===== config.mk =====
export PLATFORM = sky130hd
export DESIGN_NAME = fifo_word_reader_flat
export DESIGN_NICKNAME = d
export VERILOG_FILES = /design/src/rtl/fifo_word_reader_if.sv /design/src/rtl/fifo_word_reader.sv /design/src/flat_wrapper.sv
export SDC_FILE = /design/constraint.sdc
export NUM_CORES = 1
export LEC_CHECK = 0
export CAP_MARGIN = 15
export CORE_AREA = 2 2 78 80
export CTS_CLUSTER_SIZE = 12
export DETAILED_ROUTE_END_ITERATION = 8
export DIE_AREA = 0 0 80 82
export PLACE_DENSITY = 0.78
export SLEW_MARGIN = 20
export SYNTH_ARGS = -nofsm -noshare
export SYNTH_HDL_FRONTEND = slang
export SYNTH_SLANG_ARGS = --single-unit

===== constraint.sdc =====
create_clock -name clk -period 2.7 [get_ports clk]
set_input_delay 0.54 -clock clk [delete_from_list [all_inputs] [get_ports clk]]
set_output_delay 0.54 -clock clk [all_outputs]
set_load 0.01 [all_outputs]

===== src/rtl/fifo_word_reader_if.sv =====
// Byte-FIFO read port and word output stream bundled for fifo_word_reader.
// master = the word reader itself, slave = the FIFO/sink environment around it.
interface fifo_word_reader_if #(
   parameter int BYTES = 4,
   parameter int CNTW  = 16
);
   logic                     r_ready;
   logic                     r_valid;
   logic [7:0]               r_data;
   logic                     o_valid;
   logic                     o_ready;
   logic [8*BYTES-1:0]       o_data;
   logic [$clog2(BYTES):0]   o_nbytes;
   logic                     o_partial;
   logic [CNTW-1:0]          word_cnt;

   modport master (
      input  r_ready, r_data, o_ready,
      output r_valid, o_valid, o_data, o_nbytes, o_partial, word_cnt
   );

   modport slave (
      output r_ready, r_data, o_ready,
      input  r_valid, o_valid, o_data, o_nbytes, o_partial, word_cnt
   );
endinterface


===== src/rtl/fifo_word_reader.sv =====
// Pops bytes from a byte FIFO and packs BYTES of them little-endian into one word,
// presented on a valid/ready stream; flush emits a partially filled word.
module fifo_word_reader #(
   parameter int BYTES = 4,
   parameter int CNTW  = 16
) (
   input  logic                clk,
   input  logic                rst,
   input  logic                en,
   input  logic                flush,
   fifo_word_reader_if.master  bus
);
   localparam int CW = $clog2(BYTES);
   localparam int NW = CW + 1;
   localparam logic [CW-1:0] LAST = CW'(BYTES - 1);
   localparam logic [NW-1:0] FULL = NW'(BYTES);

   typedef enum logic {
      FILL,
      OUT
   } state_t;

   state_t               state_q;
   logic [CW-1:0]        cnt_q;
   logic [8*BYTES-1:0]   data_q;
   logic [NW-1:0]        nbytes_q;
   logic                 partial_q;
   logic                 valid_q;
   logic [CNTW-1:0]      wordCnt_q;
   logic [CNTW-1:0]      wordCnt_d;
   logic                 popFire;

   // The pop request never looks at r_ready, so the FIFO sees no combinational loop.
   assign bus.r_valid = (state_q == FILL) & en & ~flush & ~rst;
   assign popFire     = bus.r_valid & bus.r_ready;
   assign wordCnt_d   = wordCnt_q + CNTW'(1);

   always_ff @(posedge clk) begin
      if (rst) begin
         state_q   <= FILL;
         cnt_q     <= '0;
         data_q    <= '0;
         nbytes_q  <= '0;
         partial_q <= 1'b0;
         valid_q   <= 1'b0;
         wordCnt_q <= '0;
      end else begin
         case (state_q)
            FILL: begin
               if (en && flush) begin
                  if (cnt_q != '0) begin
                     state_q   <= OUT;
                     valid_q   <= 1'b1;
                     nbytes_q  <= NW'(cnt_q);
                     partial_q <= 1'b1;
                     cnt_q     <= '0;
                  end
               end else if (popFire) begin
                  data_q[8*cnt_q +: 8] <= bus.r_data;
                  if (cnt_q == LAST) begin
                     state_q   <= OUT;
                     valid_q   <= 1'b1;
                     nbytes_q  <= FULL;
                     partial_q <= 1'b0;
                     cnt_q     <= '0;
                  end else begin
                     cnt_q <= cnt_q + CW'(1);
                  end
               end
            end
            OUT: begin
               // Lanes are zeroed on acceptance so a later flushed word reads 0 above o_nbytes.
               if (bus.o_ready) begin
                  state_q   <= FILL;
                  valid_q   <= 1'b0;
                  data_q    <= '0;
                  wordCnt_q <= wordCnt_d;
               end
            end
            default: state_q <= FILL;
         endcase
      end
   end

   assign bus.o_valid   = valid_q;
   assign bus.o_data    = data_q;
   assign bus.o_nbytes  = nbytes_q;
   assign bus.o_partial = partial_q;
   assign bus.word_cnt  = wordCnt_q;
endmodule


===== src/flat_wrapper.sv =====
// flat-port wrapper written by rule: the top's interface ports become plain ports
module fifo_word_reader_flat 
#(
   parameter int BYTES = 4,
   parameter int CNTW  = 16
)
  (clk, rst, en, flush, bus_r_ready, bus_r_data, bus_o_ready, bus_r_valid, bus_o_valid, bus_o_data, bus_o_nbytes, bus_o_partial, bus_word_cnt);
  fifo_word_reader_if #(.BYTES(BYTES), .CNTW(CNTW)) bus_i ();
  input  logic clk;
  input  logic rst;
  input  logic en;
  input  logic flush;
  input wire logic [$bits(bus_i.r_ready)-1:0] bus_r_ready;
  input wire logic [$bits(bus_i.r_data)-1:0] bus_r_data;
  input wire logic [$bits(bus_i.o_ready)-1:0] bus_o_ready;
  output wire logic [$bits(bus_i.r_valid)-1:0] bus_r_valid;
  output wire logic [$bits(bus_i.o_valid)-1:0] bus_o_valid;
  output wire logic [$bits(bus_i.o_data)-1:0] bus_o_data;
  output wire logic [$bits(bus_i.o_nbytes)-1:0] bus_o_nbytes;
  output wire logic [$bits(bus_i.o_partial)-1:0] bus_o_partial;
  output wire logic [$bits(bus_i.word_cnt)-1:0] bus_word_cnt;
  assign bus_i.r_ready = bus_r_ready;
  assign bus_i.r_data = bus_r_data;
  assign bus_i.o_ready = bus_o_ready;
  assign bus_r_valid = bus_i.r_valid;
  assign bus_o_valid = bus_i.o_valid;
  assign bus_o_data = bus_i.o_data;
  assign bus_o_nbytes = bus_i.o_nbytes;
  assign bus_o_partial = bus_i.o_partial;
  assign bus_word_cnt = bus_i.word_cnt;
  fifo_word_reader #(.BYTES(BYTES), .CNTW(CNTW)) u_core (.clk(clk), .rst(rst), .en(en), .flush(flush), .bus(bus_i));
endmodule

==> results of run 1 <==
==> area by class of cell <==
| cell class | count | area, um2 | share of cell area |
|---|---|---|---|
| Multi-Input combinational cell | 200 | 1270 | 0.389 |
| Clock inverter | 3 | 23.8 | 0.00727 |
| Inverter | 3 | 11.3 | 0.00344 |
| Clock buffer | 5 | 68.8 | 0.0210 |
| Sequential cell | 56 | 1120 | 0.343 |
| Timing Repair Buffer | 69 | 681 | 0.208 |
| Tap cell | 75 | 93.8 | 0.0287 |
==> cells in the mapped netlist (4+ instances only) <==
| cell type | instances | area share |
|---|---|---|
| ha_1 | 6 | 0.030 |
| xnor2_1 | 8 | 0.028 |
| dfxtp_1 | 56 | 0.45 |
| clkbuf_1 | 6 | 0.0090 |
| a22o_1 | 7 | 0.025 |
| nand3_1 | 32 | 0.064 |
| nand2b_1 | 10 | 0.025 |
| mux2i_1 | 8 | 0.032 |
| buf_1 | 4 | 0.0060 |
| nor2b_1 | 6 | 0.015 |
| nand4_1 | 20 | 0.050 |
| nor2_1 | 23 | 0.035 |
| a21oi_1 | 24 | 0.048 |
| nand2_1 | 16 | 0.024 |
| nor3_1 | 6 | 0.012 |
==> cells in the final DEF, fill, tap and decap left out, types with 2 or more instances in the layout <==
cell type / netlist / layout
and3_1: 2 / 2
o21ai_0: 2 / 2
nor2_1: 23 / 23
nor3_1: 6 / 6
dfxtp_1: 56 / 56
clkbuf_8: 0 / 5
a21oi_1: 24 / 24
mux2i_1: 8 / 8
nand4_1: 20 / 20
clkinvlp_4: 0 / 2
and2_1: 2 / 2
clkdlybuf4s50_1: 0 / 66
nand3_1: 32 / 32
ha_1: 6 / 6
inv_1: 3 / 3
xnor2_1: 8 / 8
nor2b_1: 6 / 6
nand2_1: 16 / 16
mux2_2: 3 / 3
nor3b_1: 3 / 3
nand2b_1: 10 / 10
xor2_1: 3 / 3
a22o_1: 7 / 7
buf_4: 0 / 2
==> kinds of logic after synthesis <==
kind of cell,synth area share
buffers and inverters,0.0392
AND/OR/NAND/NOR,0.298
XOR/XNOR,0.0387
adder cells (fa/ha/maj),0.0301
multiplexers,0.0457
flip-flops,0.450
AO/OA/AOI/OAI,0.0985
==> per-stage QoR <==
| stage | cells | total power (uW) | setup slack [ps] | area [um2] | hold WS [ps] |
|---|---|---|---|---|---|
| finish | 411 | 1400 | 303 | 3270 | 473 |
| CTS | 411 | 1410 | 300 | 3270 | 476 |
| floorplan | 275 | 901 | 944 | 2490 | 481 |
| detailed placement | 403 | 945 | 321 | 3180 | 459 |
| global placement | 403 | 943 | 328 | 3180 | 459 |
| global route | 411 | 1460 | 232 | 3270 | 499 |
==> sequential cells by signal, indices dropped and copies added, names as in the netlist <==
| name | cells |
|---|---|
| u_core.bus.o_data | 32 |
| u_core.bus.o_nbytes | 3 |
| u_core.bus.o_partial | 1 |
| u_core.bus.o_valid | 1 |
| u_core.bus.word_cnt | 16 |
| u_core.cnt_q | 2 |
| u_core.state_q | 1 |
==> routing by layer <==
| metal | vias to the layer above | routed length (um) |
|---|---|---|
| met2 | 81 | 2790 |
| met3 | 9 | 388 |
| met1 | 1064 | 2780 |
| li1 | 1099 | - |
| met4 | 0 | 63 |
| met5 | - | 0 |
==> power by group through the flow <==
stage | sequential [uW] | combinational [uW] | clock [uW]
6_report | 833 | 94.1 | 476
5_1_grt | 834 | 102 | 520
4_1_cts | 833 | 93.5 | 479
3_5_place_dp | 852 | 93.0 | 0
3_3_place_gp | 852 | 91.5 | 0
2_1_floorplan | 852 | 48.6 | 0
==> final timing paths <==
check / startpoint / end / slack, ps
worst max-delay path: en / bus_r_valid / 300
worst min-delay path: u_core.bus.o_data[8] / u_core.bus.o_data[8] / 470
worst max register to register: u_core.cnt_q[0] / u_core.bus.o_data[13] / 490
worst min register to register: u_core.bus.o_data[8] / u_core.bus.o_data[8] / 470
==> worst max-delay path, stage by stage <==
cell,delay [ps]
clkdlybuf4s50_1,500
nand2b_1,110
nor3_1,150
clkdlybuf4s50_1,560
==> impl_results.md, run 1 <==
* Tcrit/Tclk final at 0.888
* Leak pwr at 0.00110 uW
* CTS max path bufs at 2
* Later-pin clock latency in the skew report at approximately 320 ps
* Gate power share at 0.067
* Hold-fix buffers at CTS at 0
* Post-DP HPWL at 4.33 mm
* Gr busiest metal: met2
* Reg2reg path depth at 6
* # setup viols final at 0
* Ports at between 60 and 70
* Overall global routing resource usage at 0.190
* Post-cts resize count at 0
* DR vias at 2253
* Yosys cell types at 44
* Core box area at between 0.005 and 0.006 mm2
* Number of buffers created by CTS at 5
* Initial Util at 0.434
* FMAX at approximately 0.42 GHz
* DRC at 0
* Die ar. at between 0.006 and 0.007 mm2
* Standard-cell rows at 28
* Worst hold path class: reg -> reg
* Max Cap Viol at 0
* #FFs+latches synth at 56
* Final WL at 6.03 mm
* CTS tree: built
* Vias per inst at 5.48
* Register share of total power at 0.594
* GPL Wtd Cong at about 0.83
* Fin Setup TNS at 0 ps
* Cells after Synth at 275
* Net Sw Frac at 0.249
* Vias in the first global route at 2088
* Status: finished, final reports clean
* Worst path required time at 2160 ps
* Antenna violations before repair at 0
* Pin count of the biggest net entering global routing at 41
* CP max FO at 4
* Post-synth net total at between 200 and 300
* Final nets at 355
* Int Pwr at roughly 1100 uW
* Number of buffers added on ports at between 60 and 70
* Sequential-to-total area share from yosys stat at 0.450
* Synthesis warning total at 0
* Final Max Tran Viols at 0
* Initial drt markers at around 200
* First-pass GRT wire length at 9.87 mm
* Met2 Use GR at 0.312
* H-tree depth at 2
* Type of the worst setup path: in -> out
* Worst slew margin at 0.576
* Top FF cell, synth: dfxtp_1
* Routing usage on met1 at 0.253
* Syn-to-layout area delta at 31.3%
* Post-synth ARST share at 0
* Final core utilization at 0.569
* Final hold viol count at 0
* Post-synth EDFFs at 0
* Sink Count at 56
* Clock-pin slew on the worst setup and hold paths at approximately 110 ps
* Final Critical Period at 2400 ps
* Die H at 82 um
* RSZ-0062 raised after global routing: false
* Synthesized cell area at ~0.0025 mm2
* Worst-case clock skew at 9.41 ps
* Layout fillers at 542
* Diode count at 0
* DRT Pass-1 Iters at 4
* Met3 Usage GRT at 0.0462
* Clock Tree Root: clkbuf_8
* Synth Area per Inst at just over 9 um2
* Final antenna-violating net count at 0
* Arrival time at the worst endpoint at 1860 ps
* Clock power frac at 0.339
* Worst Hold Depth at 2
* Psw at 349 uW
* Crit start category: primary input
* Routed len/inst at 14.7 um
* Worst slew pin tran at about 630 ps
* Peak VDD IR at 0.247 mV
* Critical Path End Type: output pin
* Buffer count from post-CTS setup fixing at 0
* Die X at 80 um
* Share of cells above drive strength 1 at 0.0625
* Pwr per Cell Area at 429 mW/mm2
* GR Overflow Total at 0
(Power assumes the default switching activity.)
==> run 2: changes to the inputs <==
Settings changed: GPL_ROUTABILITY_DRIVEN from default to 1.
==> results of run 2 <==
Final layout, timing and power as in run 1 (identical DEF).
==> run 3: changes to the inputs <==
Settings changed: GPL_TIMING_DRIVEN from default to 0.
==> run 3 against run 2 <==
Clock skew is 2.7 ps lower. Sequential power hardly changed. First-iteration DRC count is 24% lower. Routed wire length is 4.2% higher. Final area is 2.7% higher. Critical endpoint unchanged. Clock power is 13% higher. Sequential cell count stayed put. Combinational power is 7% higher. Non-clock buffer count is 13 higher. Fmax is 9.4% lower.
==> impl_results.md, run 3 (synthesized netlist as in run 1, its figures left out) <==
* Critical Path End Type: output pin
* Max Cap Viol at 0 (unchanged)
* Syn-to-layout area delta at 34.9%
* Final Max Tran Viols at 0 (unchanged)
* Post-cts resize count at 0 (unchanged)
* Worst hold path class: reg -> reg
* Type of the worst setup path: in -> out
* Die ar. at 0.00656 mm2 (unchanged)
* Peak VDD IR at 0.273 mV (+10%)
* Buffer count from post-CTS setup fixing at 0 (unchanged)
* # setup viols final at 0 (unchanged)
* DR vias at 2265 (+0.53%)
* Worst hold slack at 478 ps (+5.42 ps)
* Clock-pin slew on the worst setup and hold paths at 100 ps (about the same)
* Commonest non-fill, non-tap cell in the layout: clkdlybuf4s50_1
* Antenna violations before repair at 0 (unchanged)
* CP top delay family: buffers and inverters
* FMAX at 0.378 GHz (-9.4%)
* Largest register FFs at 32 (unchanged)
* Sink Count at 56 (unchanged)
* Placed cell area at 0.00326 mm2 (+2.4%)
* Final WL at 6.28 mm (+4.2%)
* Ports at 68 (unchanged)
* Leak pwr at 0.00114 uW (+4.3%)
* Later-pin clock latency in the skew report at 300 ps (-20 ps)
* Core box area at 0.00575 mm2 (unchanged)
* Number of buffers created by CTS at 5 (unchanged)
* Final nets at 368 (+3.7%)
* Die X at 80 um (unchanged)
* Pin count of the biggest net entering global routing at 20 (-51%)
* Overall global routing resource usage at 0.199 (+0.00946)
* Worst path bufs/invs at 3 (+1)
* Hold-fix buffers at CTS at 0 (unchanged)
* Post-route worst setup slack at 53.6 ps (-249 ps)
* Worst path required time at 2160 ps (about the same)
* Final Instance Area at 0.00336 mm2 (+2.7%)
* CTS max path bufs at 2 (unchanged)
* Status: finished, final reports clean
* Initial drt markers at 152 (-24%)
* Arrival time at the worst endpoint at 2110 ps (+250 ps)
* Number of buffers added on ports at 67 (unchanged)
* Fin Setup TNS at 0 ps (unchanged)
* Worst slew margin at 0.644 (+0.0679)
* Final Critical Period at 2650 ps (+249 ps)
* PnR Total Power at 1470 uW (+4.9%)
* H-tree depth at 2 (unchanged)
* CP max FO at 19 (+15)
* Share of cells above drive strength 1 at 0.0659 (+0.00340)
* Final hold viol count at 0 (unchanged)
* Vias per inst at 5.34 (-2.5%)
* Worst path most repeated cell: clkdlybuf4s50_1
* Crit-path max cell delay at 570 ps (about the same)
* Diode count at 0 (unchanged)
* Most frequent cells in the layout: clkdlybuf4s50_1, dfxtp_1, nand3_1, a21oi_1, nor2_1
* Worst-path cell chain: clkdlybuf4s50_1 > buf_2 > nor3_1 > clkdlybuf4s50_1
* GPL Wtd Cong at 0.843 (+1.1%)
* Tcrit/Tclk final at 0.980 (+0.0924)
* Slowest CP cell: clkdlybuf4s50_1
* GR Overflow Total at 0 (unchanged)
* CTS tree: built
* Final antenna-violating net count at 0 (unchanged)
* Post-DP HPWL at 4.69 mm (+8.2%)
* Routed len/inst at 14.8 um (+0.99%)
* Worst slew pin tran at 534 ps (-100 ps)
* Clock Tree Root: clkbuf_8
* Vias in the first global route at 2216 (+6.1%)
* DP Worst Slack at -158 ps (-479 ps)
* Worst-case clock skew at 6.67 ps (-2.74 ps)
* DRC at 0 (unchanged)
* DRT Pass-1 Iters at 6 (+2)
* Pwr per Cell Area at 438 mW/mm2 (+2.2%)
* First-pass GRT wire length at 10.4 mm (+5.0%)
* Die H at 82 um (unchanged)
* Initial Util at 0.434 (unchanged)
* RSZ-0062 raised after global routing: false
* Standard-cell rows at 28 (unchanged)
* Crit start category: primary input
## run 3: changes by cell type in the layout (fill, tap and decap cells not counted), sizes merged
cell,change
clkdlybuf4s50,+1
bufinv,+1
clkinvlp,-2
buf,+4
clkbuf,+9
## run 3: final timing paths
check | slack [ps] | depth (start not counted) | endpoint | from
hold reg to reg | 480 | 2 | u_core.bus.o_data[6] | u_core.bus.o_data[6]
setup / recovery | 50 | 4 | bus_r_valid | rst
hold / removal | 480 | 2 | u_core.bus.o_data[6] | u_core.bus.o_data[6]
setup reg to reg | 530 | 6 | u_core.bus.o_data[20] | u_core.cnt_q[0]
## run 3: stage by stage
stage | instances | util
after floorplan | 275 | -
final | 424 | 0.585
after global routing | 424 | 0.585
after detailed placement | 417 | 0.567
after CTS | 424 | 0.585
after global placement | 417 | 0.567
## run 3: power breakdown
| part | total, uW | switching (uW) | internal, uW |
|---|---|---|---|
| logic | 101 | 57.8 | 43.5 |
| registers | 832 | 3.18 | 829 |
| clock network | 538 | 262 | 276 |
## run 3: worst min-delay path, stage by stage (launching register included)
cell and delay (ps):
dfxtp_1 320, nand3_1 60, a21oi_1 60
## run 3: routing by layer
layer  up-vias  global-route usage  share of wire
met5         -                   0              0
met2        89               0.344           0.47
li1       1124                   -              -
met1      1040               0.253           0.45
met3        12              0.0385          0.063
met4         0              0.0576          0.016
## run 3: final cells by class
cell class                 instances  area (um2)
sequential                        56        1120
clock inverter                     2        35.0
clock buffer                       6        72.6
multi-input combinational        200        1270
tap                               75        93.8
timing repair buffer              67         671
fill                             531        2390
inverter                           3        11.3
buffer                            15        82.6
